[src/rtl/instr_feeder.sv]
// Program sequencer feeding the 9-bit bus processor: loadable program memory, PC, Run/Done handshake.
// Optional WAIT watchdog is enabled with `define INSTR_FEEDER_WATCHDOG_EN.
module instr_feeder #(
    parameter int unsigned N       = 9,
    parameter int unsigned DEPTH   = 32,
    parameter int unsigned AW      = 5,
    parameter int unsigned TIMEOUT = 64
) (
    input  logic          Clock,
    input  logic          Reset,
    input  logic          Start,
    input  logic          LdEn,
    input  logic [AW-1:0] LdAddr,
    input  logic [N-1:0]  LdData,
    output logic [N-1:0]  DIN,
    output logic          Run,
    input  logic          Done,
    output logic [AW-1:0] PC,
    output logic          Busy,
    output logic          Halted,
    output logic          Error,
    output logic [2:0]    DbgState
);

    // Handshake: Run stays high from ISSUE until the cycle Done is sampled in WAIT;
    // Done is only honoured while Run is high, and Run drops on the edge that samples it.
    typedef enum logic [2:0] {
        S_IDLE      = 3'd0,
        S_FETCH     = 3'd1,
        S_DECODE    = 3'd2,
        S_FETCH_IMM = 3'd3,
        S_ISSUE     = 3'd4,
        S_WAIT      = 3'd5,
        S_HALT      = 3'd6
    } state_t;

    localparam logic [2:0]    OP_MVI  = 3'b001;
    localparam logic [2:0]    OP_HALT = 3'b111;
    localparam logic [AW-1:0] LAST_A  = AW'(DEPTH - 1);
    localparam logic [AW:0]   LAST_W  = (AW + 1)'(DEPTH - 1);

    if (TIMEOUT < 1 || (64'd1 << AW) < 64'(DEPTH)) begin : g_bad_cfg
        $error("instr_feeder: need TIMEOUT >= 1 and 2**AW >= DEPTH");
    end

    state_t        state_q, state_d;
    logic [AW-1:0] pc_q, pc_d;
    logic [N-1:0]  din_q, din_d;
    logic          run_q, run_d;
    logic          err_q, err_d;
    logic [N-1:0]  instr_q, instr_d;
    logic [N-1:0]  imm_q, imm_d;

    logic [N-1:0]  mem [DEPTH];
    logic [N-1:0]  rd_q;
    logic [AW-1:0] rd_addr;
    logic          ld_ok;
    logic [2:0]    rd_op;
    logic          instr_mvi;
    logic [AW:0]   pc_sum;
    logic          wd_timeout;

    assign ld_ok     = LdEn && (state_q == S_IDLE || state_q == S_HALT) && (32'(LdAddr) < DEPTH);
    assign rd_addr   = (state_q == S_DECODE) ? pc_q + AW'(1) : pc_q;
    assign rd_op     = rd_q[N-1 -: 3];
    assign instr_mvi = (instr_q[N-1 -: 3] == OP_MVI);
    assign pc_sum    = {1'b0, pc_q} + (instr_mvi ? (AW + 1)'(2) : (AW + 1)'(1));

    // Program memory is deliberately not reset.
    always_ff @(posedge Clock) begin
        if (ld_ok) begin
            mem[LdAddr] <= LdData;
        end
        rd_q <= mem[rd_addr];
    end

`ifdef INSTR_FEEDER_WATCHDOG_EN
    localparam int unsigned CW = $clog2(TIMEOUT + 1);
    logic [CW-1:0] wd_q, wd_d;

    // Counter sits at zero outside WAIT, so it is clear on every WAIT entry.
    assign wd_d       = (state_q == S_WAIT) ? wd_q + CW'(1) : '0;
    assign wd_timeout = (wd_q == CW'(TIMEOUT - 1));

    always_ff @(posedge Clock or posedge Reset) begin
        if (Reset) begin
            wd_q <= '0;
        end else begin
            wd_q <= wd_d;
        end
    end
`else
    assign wd_timeout = 1'b0;
`endif

    always_ff @(posedge Clock or posedge Reset) begin
        if (Reset) begin
            state_q <= S_IDLE;
            pc_q    <= '0;
            din_q   <= '0;
            run_q   <= 1'b0;
            err_q   <= 1'b0;
            instr_q <= '0;
            imm_q   <= '0;
        end else begin
            state_q <= state_d;
            pc_q    <= pc_d;
            din_q   <= din_d;
            run_q   <= run_d;
            err_q   <= err_d;
            instr_q <= instr_d;
            imm_q   <= imm_d;
        end
    end

    always_comb begin
        state_d = state_q;
        pc_d    = pc_q;
        din_d   = din_q;
        run_d   = run_q;
        err_d   = err_q;
        instr_d = instr_q;
        imm_d   = imm_q;
        case (state_q)
            S_IDLE, S_HALT: begin
                if (Start) begin
                    state_d = S_FETCH;
                    pc_d    = '0;
                    err_d   = 1'b0;
                end
            end
            S_FETCH: state_d = S_DECODE;
            S_DECODE: begin
                instr_d = rd_q;
                if (rd_op == OP_HALT) begin
                    state_d = S_HALT;
                end else if (rd_op == OP_MVI) begin
                    // An mvi in the last slot has no immediate to fetch.
                    if (pc_q == LAST_A) begin
                        state_d = S_HALT;
                        err_d   = 1'b1;
                    end else begin
                        state_d = S_FETCH_IMM;
                    end
                end else begin
                    state_d = S_ISSUE;
                end
            end
            S_FETCH_IMM: begin
                imm_d   = rd_q;
                state_d = S_ISSUE;
            end
            S_ISSUE: begin
                din_d   = instr_q;
                run_d   = 1'b1;
                state_d = S_WAIT;
            end
            S_WAIT: begin
                if (instr_mvi) begin
                    din_d = imm_q;
                end
                if (Done) begin
                    run_d = 1'b0;
                    if (pc_sum > LAST_W) begin
                        pc_d    = LAST_A;
                        state_d = S_HALT;
                    end else begin
                        pc_d    = pc_sum[AW-1:0];
                        state_d = S_FETCH;
                    end
                end else if (wd_timeout) begin
                    run_d   = 1'b0;
                    err_d   = 1'b1;
                    state_d = S_HALT;
                end
            end
            default: state_d = S_IDLE;
        endcase
    end

    assign DIN      = din_q;
    assign Run      = run_q;
    assign PC       = pc_q;
    assign Error    = err_q;
    assign Halted   = (state_q == S_HALT);
    assign Busy     = (state_q != S_IDLE) && (state_q != S_HALT);
    assign DbgState = state_q;

endmodule

[config.mk]
export PLATFORM = sky130hd
export DESIGN_NAME = instr_feeder
export DESIGN_NICKNAME = d
export VERILOG_FILES = /design/src/rtl/instr_feeder.sv
export SDC_FILE = /design/constraint.sdc
export NUM_CORES = 1
export LEC_CHECK = 0
export ABC_CLOCK_PERIOD_IN_PS = 4500
export BUFFER_PORTS_ARGS = -buffer_cell sky130_fd_sc_hd__buf_2
export CAP_MARGIN = 20
export CORE_ASPECT_RATIO = 1.5
export CORE_MARGIN = 5
export CORE_UTILIZATION = 60
export DETAILED_ROUTE_END_ITERATION = 7
export PLACE_DENSITY = 0.8
export SETUP_SLACK_MARGIN = 0.1
export SLEW_MARGIN = 5
export SYNTH_ARGS = -nofsm -noshare
export SYNTH_HDL_FRONTEND = slang
export SYNTH_SLANG_ARGS = --single-unit
[constraint.sdc]
create_clock -name Clock -period 4.5 [get_ports Clock]
set_input_delay 0.225 -clock Clock [delete_from_list [all_inputs] [get_ports Clock]]
set_output_delay 0.225 -clock Clock [all_outputs]
set_load 0.005 [all_outputs]
After elaboration in Yosys (flattened, before gate mapping)
Memory sizes are Yosys's and may differ from the RTL's. A register that Yosys moved wholly into a read port is not among the register bits.
Index checks and enable logic that the tools add are counted.
{"block": "classes", "n_bitwise": 0, "reduce_logical": 14, "shift": 0, "muxes": 24, "div": 0, "n_addsub": 2, "n_eq_ne": 17, "order_cmp": 1, "multipliers": 0}
{"op": "$mux W5", "n": 4}
{"op": "$mux W3", "n": 6}
{"op": "$pmux W3 S6", "n": 1}
{"op": "$pmux W9 S2", "n": 1}
{"op": "$eq A3 B3 Y1 const B", "n": 4}
{"op": "$pmux W5 S2", "n": 1}
{"op": "$eq A3 B1 Y1 const B", "n": 3}
{"op": "$mux W9", "n": 1}
{"op": "$ne A2 B2 Y1 const B", "n": 4}
{"op": "$mux W1", "n": 7}
{"op": "$add A5 B2 Y6", "n": 1}
{"op": "$eq A3 B2 Y1 const B", "n": 2}
{"op": "$gt A6 B5 Y1 const B", "n": 1}
{"op": "$reduce_and A2 Y1", "n": 3}
{"op": "$reduce_bool A2 Y1", "n": 3}
{"op": "$add A5 B1 Y5 const B", "n": 1}
{"op": "$eq A5 B5 Y1 const B", "n": 1}
{"op": "$reduce_and A5 Y1", "n": 1}
{"op": "$ne A2 B1 Y1 const B", "n": 2}
{"op": "$pmux W1 S2", "n": 2}
{"op": "$logic_not A3 Y1", "n": 1}
{"op": "$ne A3 B3 Y1 const B", "n": 1}
{"op": "$reduce_and A3 Y1", "n": 1}
{"op": "$reduce_bool A3 Y1", "n": 1}
{"op": "4 further kinds", "n": 5}
{"block": "word_totals", "ramBits": 288, "input_bits": 19, "romBits": 0, "n_memories": 1, "wordCells": 66, "reg_bits": 37, "latch_bits": 0}
{"name": "mem", "depth": 32, "word_bits": 9, "rd": 1, "rd_ports_with_merged_regs": 1, "wr": 1, "line": "54", "rtl": "logic [N-1:0] mem [DEPTH];"}

Logic depth before layout (Yosys ltp)
Gate-level depths: netlist of the first run.
{"block": "logic_depth", "depth_word": 7, "mapped_depth": 10}

Least setup slack after synthesis of the first run
No wires, ideal clock.
{"block": "synth_path", "kind": "reg2reg", "from": "register pc_q[0] (netlist: PC[0])", "to": "register rd_q[5], read port of mem", "setup_slack_ns": 2.130, "path_stages_with_launch": 11, "synth_period_minus_slack_ns": 2.370, "t_arrival_ns": 2.246, "path_cell_list": "dfrtp_1 -> ha_1 -> buf_2 -> or4b_1 -> clkbuf_1 -> a2bb2oi_4 -> buf_2 -> o211ai_1 -> nor2_1 -> a21oi_1 -> a31oi_1"}
{"block": "synth_via", "elab_chain_len": 2}
{"item": "start, declared", "line": "47", "rtl": "logic [AW-1:0] pc_q, pc_d;"}
{"item": "start signal, assigned", "line": "107", "rtl": "pc_q <= pc_d;"}
{"item": "$add A5 B1 Y5", "line": "64", "rtl": "assign rd_addr = (state_q == S_DECODE) ? pc_q + AW'(1) : pc_q;"}
{"item": "$mux W5 (*)", "line": "64"}
{"item": "end, declared", "line": "55", "rtl": "logic [N-1:0] rd_q;"}
Mark *: on every way between the ends. The rest lies on a longest branch, timed or not.
A chain may end at the register's enable or synchronous reset.

Worst setup path after layout of the first run
{"block": "layout_path", "from": "register pc_q[0] (netlist: PC[0])", "to": "register rd_q[3], read port of mem"}
The elaborated chain is that of the path after synthesis.

==> run metrics, run 1 <==
PD cells=577 mW/mm2; Net count, final=1088; post-synthesis cell area=0.0144 mm2; post-route met1 wirelength=12.4 mm; Endpoint, Worst Hold=mem[31][2]; fmax=293 MHz; first-pass GRT wire length=54.3 mm; FF+latch area=0.00976 mm2; CTS tree=yes; sequential fraction of design power=41.6%; min cycle time layout=3420 ps; RR Endpoint=rd_q[3]; R2R Setup Slk=1080 ps; # H-tree levels=1; Final setup viols=0; Remaining Overflow, GRT=0; Root Buffer=clkbuf_16; Via Count=9383; area share of the largest cell type after synthesis=59.9%; Fillers=1652; Yosys top cell by area=edfxtp_1; TNS Setup=0 ps; overall die area=0.0273 mm2; Post-DP HPWL=22.7 mm; Clk pin slew, worst setup/hold paths=70 ps; CP arrival=3880 ps; Slew @ Worst Pin=1030 ps; HP Class=in -> reg; outcome=completed; Syn Nets=1064; gpl congestion=1.01; antenna-violating nets left=0; # rows=69; Post-synth top flop=edfxtp_1; drc violations=0; PnR Total Power=9.11 mW; Clk network pwr share=25.7%; Avg WL per Cell=25.0 um; relative slew slack=31.0%; Syn. warnings=0; Startpoint Class=register; Clk Latency, worst-skew pair=540 ps; Finished Layout Cells=1402; worst hold path startpoint=LdData[2]; Die X=137 um; worst hold path depth=1; CP max FO=51; flops & latches, synth=334; Routed WL=35.1 mm; vias per cell=6.69; Tot GR Track Use=26.2%; Starting DRT DRC Count=1190; Post-synth EDFFs=288; sequential area share after synthesis=67.6%; share of post-route cells with drive strength above 1=12.7%; vias in the first global route=9313; Met2 Routed Length=17.7 mm; WL met3=3.42 mm; switching power total=3.14 mW; reg2reg path depth=8; Num Clock Sinks=334; Core Area=0.0237 mm2; largest net degree at the start of global routing=52; internal power=5.97 mW; crit path kind=reg -> reg; Placement Setup Slack=1250 ps; Gate power share=32.7%; max_cap viols=0; fin crit share=76.0%; IO Port Bufs=39; CTS Buffer Depth=3; worst r2r src=PC[0]; initial core utilization=60.8%; Antenna diodes=0; Final Skew=9.27 ps; DR pass1 iterations=5; P&R area growth vs syn=9.36%; setup repair bufs after CTS=0; post-route design area=0.0158 mm2; RSZ-0062 raised after global routing=false; fraction of registers with async set/reset=11.1%; Switching Fraction=34.5%; Final WS setup=1080 ps; placed instance area=0.0149 mm2; Multi-input gate area=0.00435 mm2; Hold Violations, Final=0; Setup crit end kind=register; cells after synthesis=1040; total CTS buffers=29; most frequent cells after synthesis=288 x edfxtp_1, 95 x nor2_1, 83 x nand2_1; most frequent cell after synthesis=edfxtp_1; post-synthesis average cell area=13.9 um2; Slew Limit Fails=0; Cells after DPL=1349; I/O pin count=40; top post-synthesis cells by area=edfxtp_1 60%, dfrtp_1 6.4%, mux2i_1 4.2%; initial antenna violation count=0; Leak=5.25 nW; Max IR drop VDD=0.389 mV; worst path required time=4960 ps; top routing layer in use=met4; Die Ht=200 um; Netlist cell types=72
[through the flow]
stage | hold slack, ps | utilization [%]
after global placement | 347 | 62.7
after global routing | 248 | 66.5
after detailed placement | 355 | 62.7
after floorplan | 324 | -
after CTS | 225 | 66.5
final | 240 | 66.5
[logic make-up (layout without fill, tap and decap cells)]
kind of cell    Yosys count  after routing  synth area share [%]
xor+xnor                  5              5                 0.537
mux                      84             84                  7.05
fa+ha+maj                 5              5                 0.485
flops                   334            334                  67.6
compound gates          202            202                  10.5
buf+inv                  78            121                  2.42
simple gates            332            332                  11.4
[worst max-delay path by stage]
stage          slack [ps]   startpoint  cells past startpoint          to
2_1_floorplan        2130        PC[0]                     10     rd_q[5]
4_1_cts              1230        PC[0]                      8     rd_q[5]
6_report             1080        PC[0]                      8     rd_q[3]
5_1_grt               870  DbgState[2]                      6  mem[27][6]
3_5_place_dp         1250        PC[0]                      8     rd_q[5]
3_3_place_gp         1330        PC[0]                      8     rd_q[3]
[power by group through the flow]
stage                     combinational (mW)  sequential, mW  clock [mW]
after floorplan                         2.09            3.76           0
after global placement                  2.85            3.84           0
after detailed placement                2.90            3.85           0
after CTS                               2.92            3.79        2.35
after global routing                    3.19            3.82        2.49
final                                   2.98            3.79        2.34
[metal layers]
| layer | vias up | global-route usage, % |
|---|---|---|
| met3 | 99 | 3.79 |
| met5 | - | 0 |
| met2 | 621 | 44.4 |
| met4 | 0 | 10.5 |
| li1 | 4069 | - |
| met1 | 4594 | 34.4 |
[layout make-up]
type | count | share of cell area (%)
Sequential cell | 334 | 61.8
Clock buffer | 39 | 4.84
Inverter | 10 | 0.238
Clock inverter | 11 | 0.650
Timing Repair Buffer | 61 | 2.41
Multi-Input combinational cell | 628 | 27.5
Tap cell | 319 | 2.53
[state kept, by name (all words and copies together), names as in the netlist]
name and cells:
DIN 9, DbgState 3, Run 1, rd_q 9
imm_q 9, PC 5, mem 288, instr_q 9
Error 1
[layout by cell type, fill, tap and decap left out, drive strengths merged, types with 11 or more instances in the layout]
cell type / n
and2: 59
nand3: 33
a221oi: 57
a31oi: 11
mux2i: 60
nor3: 14
mux2: 11
dfrtp: 37
clkbuf: 39
o21ai: 35
edfxtp: 288
buf: 58
mux4: 13
o211ai: 15
nand2: 84
a21oi: 32
nor2: 95
[worst max-delay path, stage by stage, from the launching register on]
cell and delay (ps):
dfrtp_2 360, buf_4 510, inv_2 360, xnor2_2 710, buf_4 380, a221oi_1 130
o21ai_0 400, nand4_1 260, a31oi_1 210
[what timing repair did]
action,4_1_cts,5_1_grt
hold endpoints to repair,39,0
hold buffers,3,0
gates resized for setup,0,0
No activity file was read; power rests on OpenSTA's default activity.
==> run 2: changes to the inputs <==
--- a/config.mk
+++ b/config.mk
@@ -5,7 +5,8 @@
 export SDC_FILE = /design/constraint.sdc
 export NUM_CORES = 1
 export LEC_CHECK = 0
-export ABC_CLOCK_PERIOD_IN_PS = 4500
+export ABC_AREA = 1
+export ABC_CLOCK_PERIOD_IN_PS = 3200
 export BUFFER_PORTS_ARGS = -buffer_cell sky130_fd_sc_hd__buf_2
 export CAP_MARGIN = 20
 export CORE_ASPECT_RATIO = 1.5
==> constraint.sdc (replaced) <==
create_clock -name Clock -period 3.2 [get_ports Clock]
set_input_delay 0.16 -clock Clock [delete_from_list [all_inputs] [get_ports Clock]]
set_output_delay 0.16 -clock Clock [all_outputs]
set_load 0.005 [all_outputs]
==> run 2 against run 1 <==
Synthesized cell count rose by 33%. Critical endpoint is now rd_q[0]. Sequential share of layout area fell by 2.3 points. Register-to-register slack got worse by 460 ps.
==> run metrics, run 2 <==
share of post-route cells with drive strength above 1=10.3% (-2.4 points); Syn Nets=1405 (+32%); final core occ=67.6% (+1.1 points); Via Count=10400 (+11%); relative slew slack=29.5% (-1.6 points); Hold Violations, Final=0 (unchanged); Critical Path, Cell by Cell=nand2_1 > nor2_2 > o21ai_4 > buf_12 > nand3_1 > nand3_1 > nand3_1 > nand2_1 > nand2_1 > nand2_1; RR Endpoint=rd_q[0]; Syn. warnings=0 (unchanged); max FFs per register=288 (unchanged); Root Buffer=clkbuf_16; Leak=6.67 nW (+27%); DR pass1 iterations=5 (unchanged); Netlist cell types=37 (-49%); RSZ-0062 raised after global routing=false; vias per cell=5.87 (-12%); Clk pin slew, worst setup/hold paths=70 ps (about the same); worst hold path startpoint=LdData[0]; HP Class=in -> reg; largest net degree at the start of global routing=145 (+180%); Starting DRT DRC Count=1266 (+6.4%); cells after synthesis=1381 (+33%); post-route met1 wirelength=13.1 mm (+5.4%); Setup crit end kind=register; post-synthesis cell area=0.0146 mm2 (+1.4%); P&R area growth vs syn=12.0%; slowest CP cell=o21ai_4; family with the most delay on the worst path=simple AND/OR/NAND/NOR gates; area share of the largest cell type after synthesis=59.1% (-0.86 points); I/O pin count=40 (unchanged); Post-synth EDFFs=288 (unchanged); crit path kind=reg -> reg; Antenna diodes=0 (unchanged); initial antenna violation count=0 (unchanged); Remaining Overflow, GRT=0 (unchanged); initial core utilization=60.4% (-0.44 points); # H-tree levels=1 (unchanged); IO Port Bufs=39 (unchanged); worst r2r src=DbgState[1]; Top cell by count, worst path=nand2_1; most frequent cell after synthesis=nand2_1; Met2 Routed Length=18.3 mm (+3.7%); critical path depth=10 (+2); Post-DP HPWL=22.1 mm (-2.4%); total CTS buffers=29 (unchanged); WL met3=2.55 mm (-25%); Fillers=1793 (+8.5%); critical path's largest stage delay=830 ps (+120 ps); top routing layer in use=met4; most frequent cells in the layout=340 x nand2_1, 288 x edfxtp_1, 267 x nand3_1; vias in the first global route=10400 (+11%); min cycle time layout=2570 ps (-844 ps); Die Ht=201 um (+0.69%); max_cap viols=0 (unchanged); outcome=completed; R2R Setup Slk=630 ps (-460 ps); Final Skew=8.58 ps (-0.690 ps); overall die area=0.0277 mm2 (+1.4%); Max IR drop VDD=0.507 mV (+30%); CP endpoint=rd_q[0]; Net count, final=1455 (+34%); Routed WL=36.3 mm (+3.4%); CP arrival=3070 ps (-810 ps); antenna-violating nets left=0 (unchanged); CTS Buffer Depth=3 (unchanged); Slew @ Worst Pin=1050 ps (+21.8 ps); fraction of registers with async set/reset=11.1% (unchanged); Core Area=0.0243 mm2 (+2.2%); TNS Setup=0 ps (unchanged); Slew Limit Fails=0 (unchanged); Avg WL per Cell=20.4 um (-18%); Yosys top cell by area=edfxtp_1; fmax=388 MHz (+33%); Num Clock Sinks=334 (unchanged); Tot GR Track Use=26.6% (+0.40 points); sequential area share after synthesis=66.6% (-0.96 points); drc violations=0 (unchanged); post-synthesis average cell area=10.6 um2 (-24%); CP max FO=37 (-27%); CTS tree=yes; reg2reg path depth=10 (+2); Startpoint Class=register; commonest non-fill, non-tap cell in the layout=nand2_1; Clk Latency, worst-skew pair=540 ps (about the same); gpl congestion=0.923 (-8.7%); Die X=138 um (+0.67%); Most flops, register=mem; Final setup viols=0 (unchanged); # rows=70 (+1.4%); first-pass GRT wire length=56.9 mm (+4.6%); most frequent cells after synthesis=340 x nand2_1, 288 x edfxtp_1, 267 x nand3_1; crit path from=DbgState[1]; fin crit share=80.4% (+4.5 points); PD cells=789 mW/mm2 (+37%); worst path required time=3690 ps (-1270 ps); Post-synth top flop=edfxtp_1; flops & latches, synth=334 (unchanged); sum of buffers and inverters on the critical path=1 (-2); top post-synthesis cells by area=edfxtp_1 59%, nand3_1 9.1%, nand2_1 8.7%
==> run 2: cell count changes after synthesis, sizes merged, moves of 11 or more <==
cell,before,now
inv,9,144
o211ai,15,3
nand3,33,268
nor2,95,50
mux2,11,0
and2,59,0
mux2i,60,0
clkbuf,30,41
a221oi,57,0
mux4,13,0
nand2,84,342
a21oi,32,3
nand3b,0,90
==> run 2: how the worst min path moves through the flow <==
stage | end | slack [ps] | cells past startpoint
6_report | mem[7][0] | 250 | 1
3_5_place_dp | PC[4] | 280 | 3
5_1_grt | mem[3][0] | 230 | 1
3_3_place_gp | PC[4] | 280 | 3
4_1_cts | mem[3][0] | 230 | 1
2_1_floorplan | mem[0][0] | 260 | 0
==> run 2: power breakdown <==
part           switching (mW)  total [mW]  internal [mW]  leakage (nW)
Combinational            2.88        4.21           1.32          3.07
Sequential              0.186        5.22           5.03          3.13
Clock                    1.53        3.51           1.98         0.469
==> run 2: routing by layer <==
layer | GRT usage [%] | vias to the layer above
li1 | - | 4799
met1 | 32.9 | 5023
met2 | 44.6 | 482
met3 | 3.58 | 120
met4 | 15.1 | 0
met5 | 0 | -
==> run 2: kinds of logic (layout without fill, tap and decap cells) <==
logic type      Yosys count  in the layout  synth area share (%)
flops                   334            334                  66.6
xor+xnor                  5              5                 0.402
buf+inv                 222            293                  5.90
compound gates           52             52                  2.05
simple gates            763            763                  24.5
fa+ha+maj                 5              5                 0.479
==> run 2: layout make-up <==
class / count / area (um2) / area share [%]
Multi-Input combinational cell: 825 / 4060 / 24.8
Clock inverter: 19 / 198 / 1.21
Inverter: 146 / 549 / 3.35
Timing Repair Buffer: 95 / 686 / 4.18
Tap cell: 324 / 405 / 2.47
Sequential cell: 334 / 9750 / 59.5
Clock buffer: 33 / 741 / 4.52
==> run 2: timing repair <==
action | in CTS | in global routing
setup buffers | 0 | 0
hold buffers | 3 | 0
resized for setup | 0 | 0
hold endpoints to repair | 43 | 0
==> run 2: stage by stage <==
| step | cell area [um2] | hold WS (ps) | std cells | power, mW | setup WS, ps |
|---|---|---|---|---|---|
| finish | 16400 | 249 | 1776 | 12.9 | 626 |
| global route | 16400 | 231 | 1776 | 13.7 | 471 |
| CTS | 16400 | 225 | 1776 | 12.9 | 636 |
| detailed placement | 15400 | 285 | 1721 | 9.43 | 686 |
| global placement | 15400 | 280 | 1721 | 9.33 | 723 |
| floorplan | 14600 | 259 | 1381 | 8.10 | 964 |
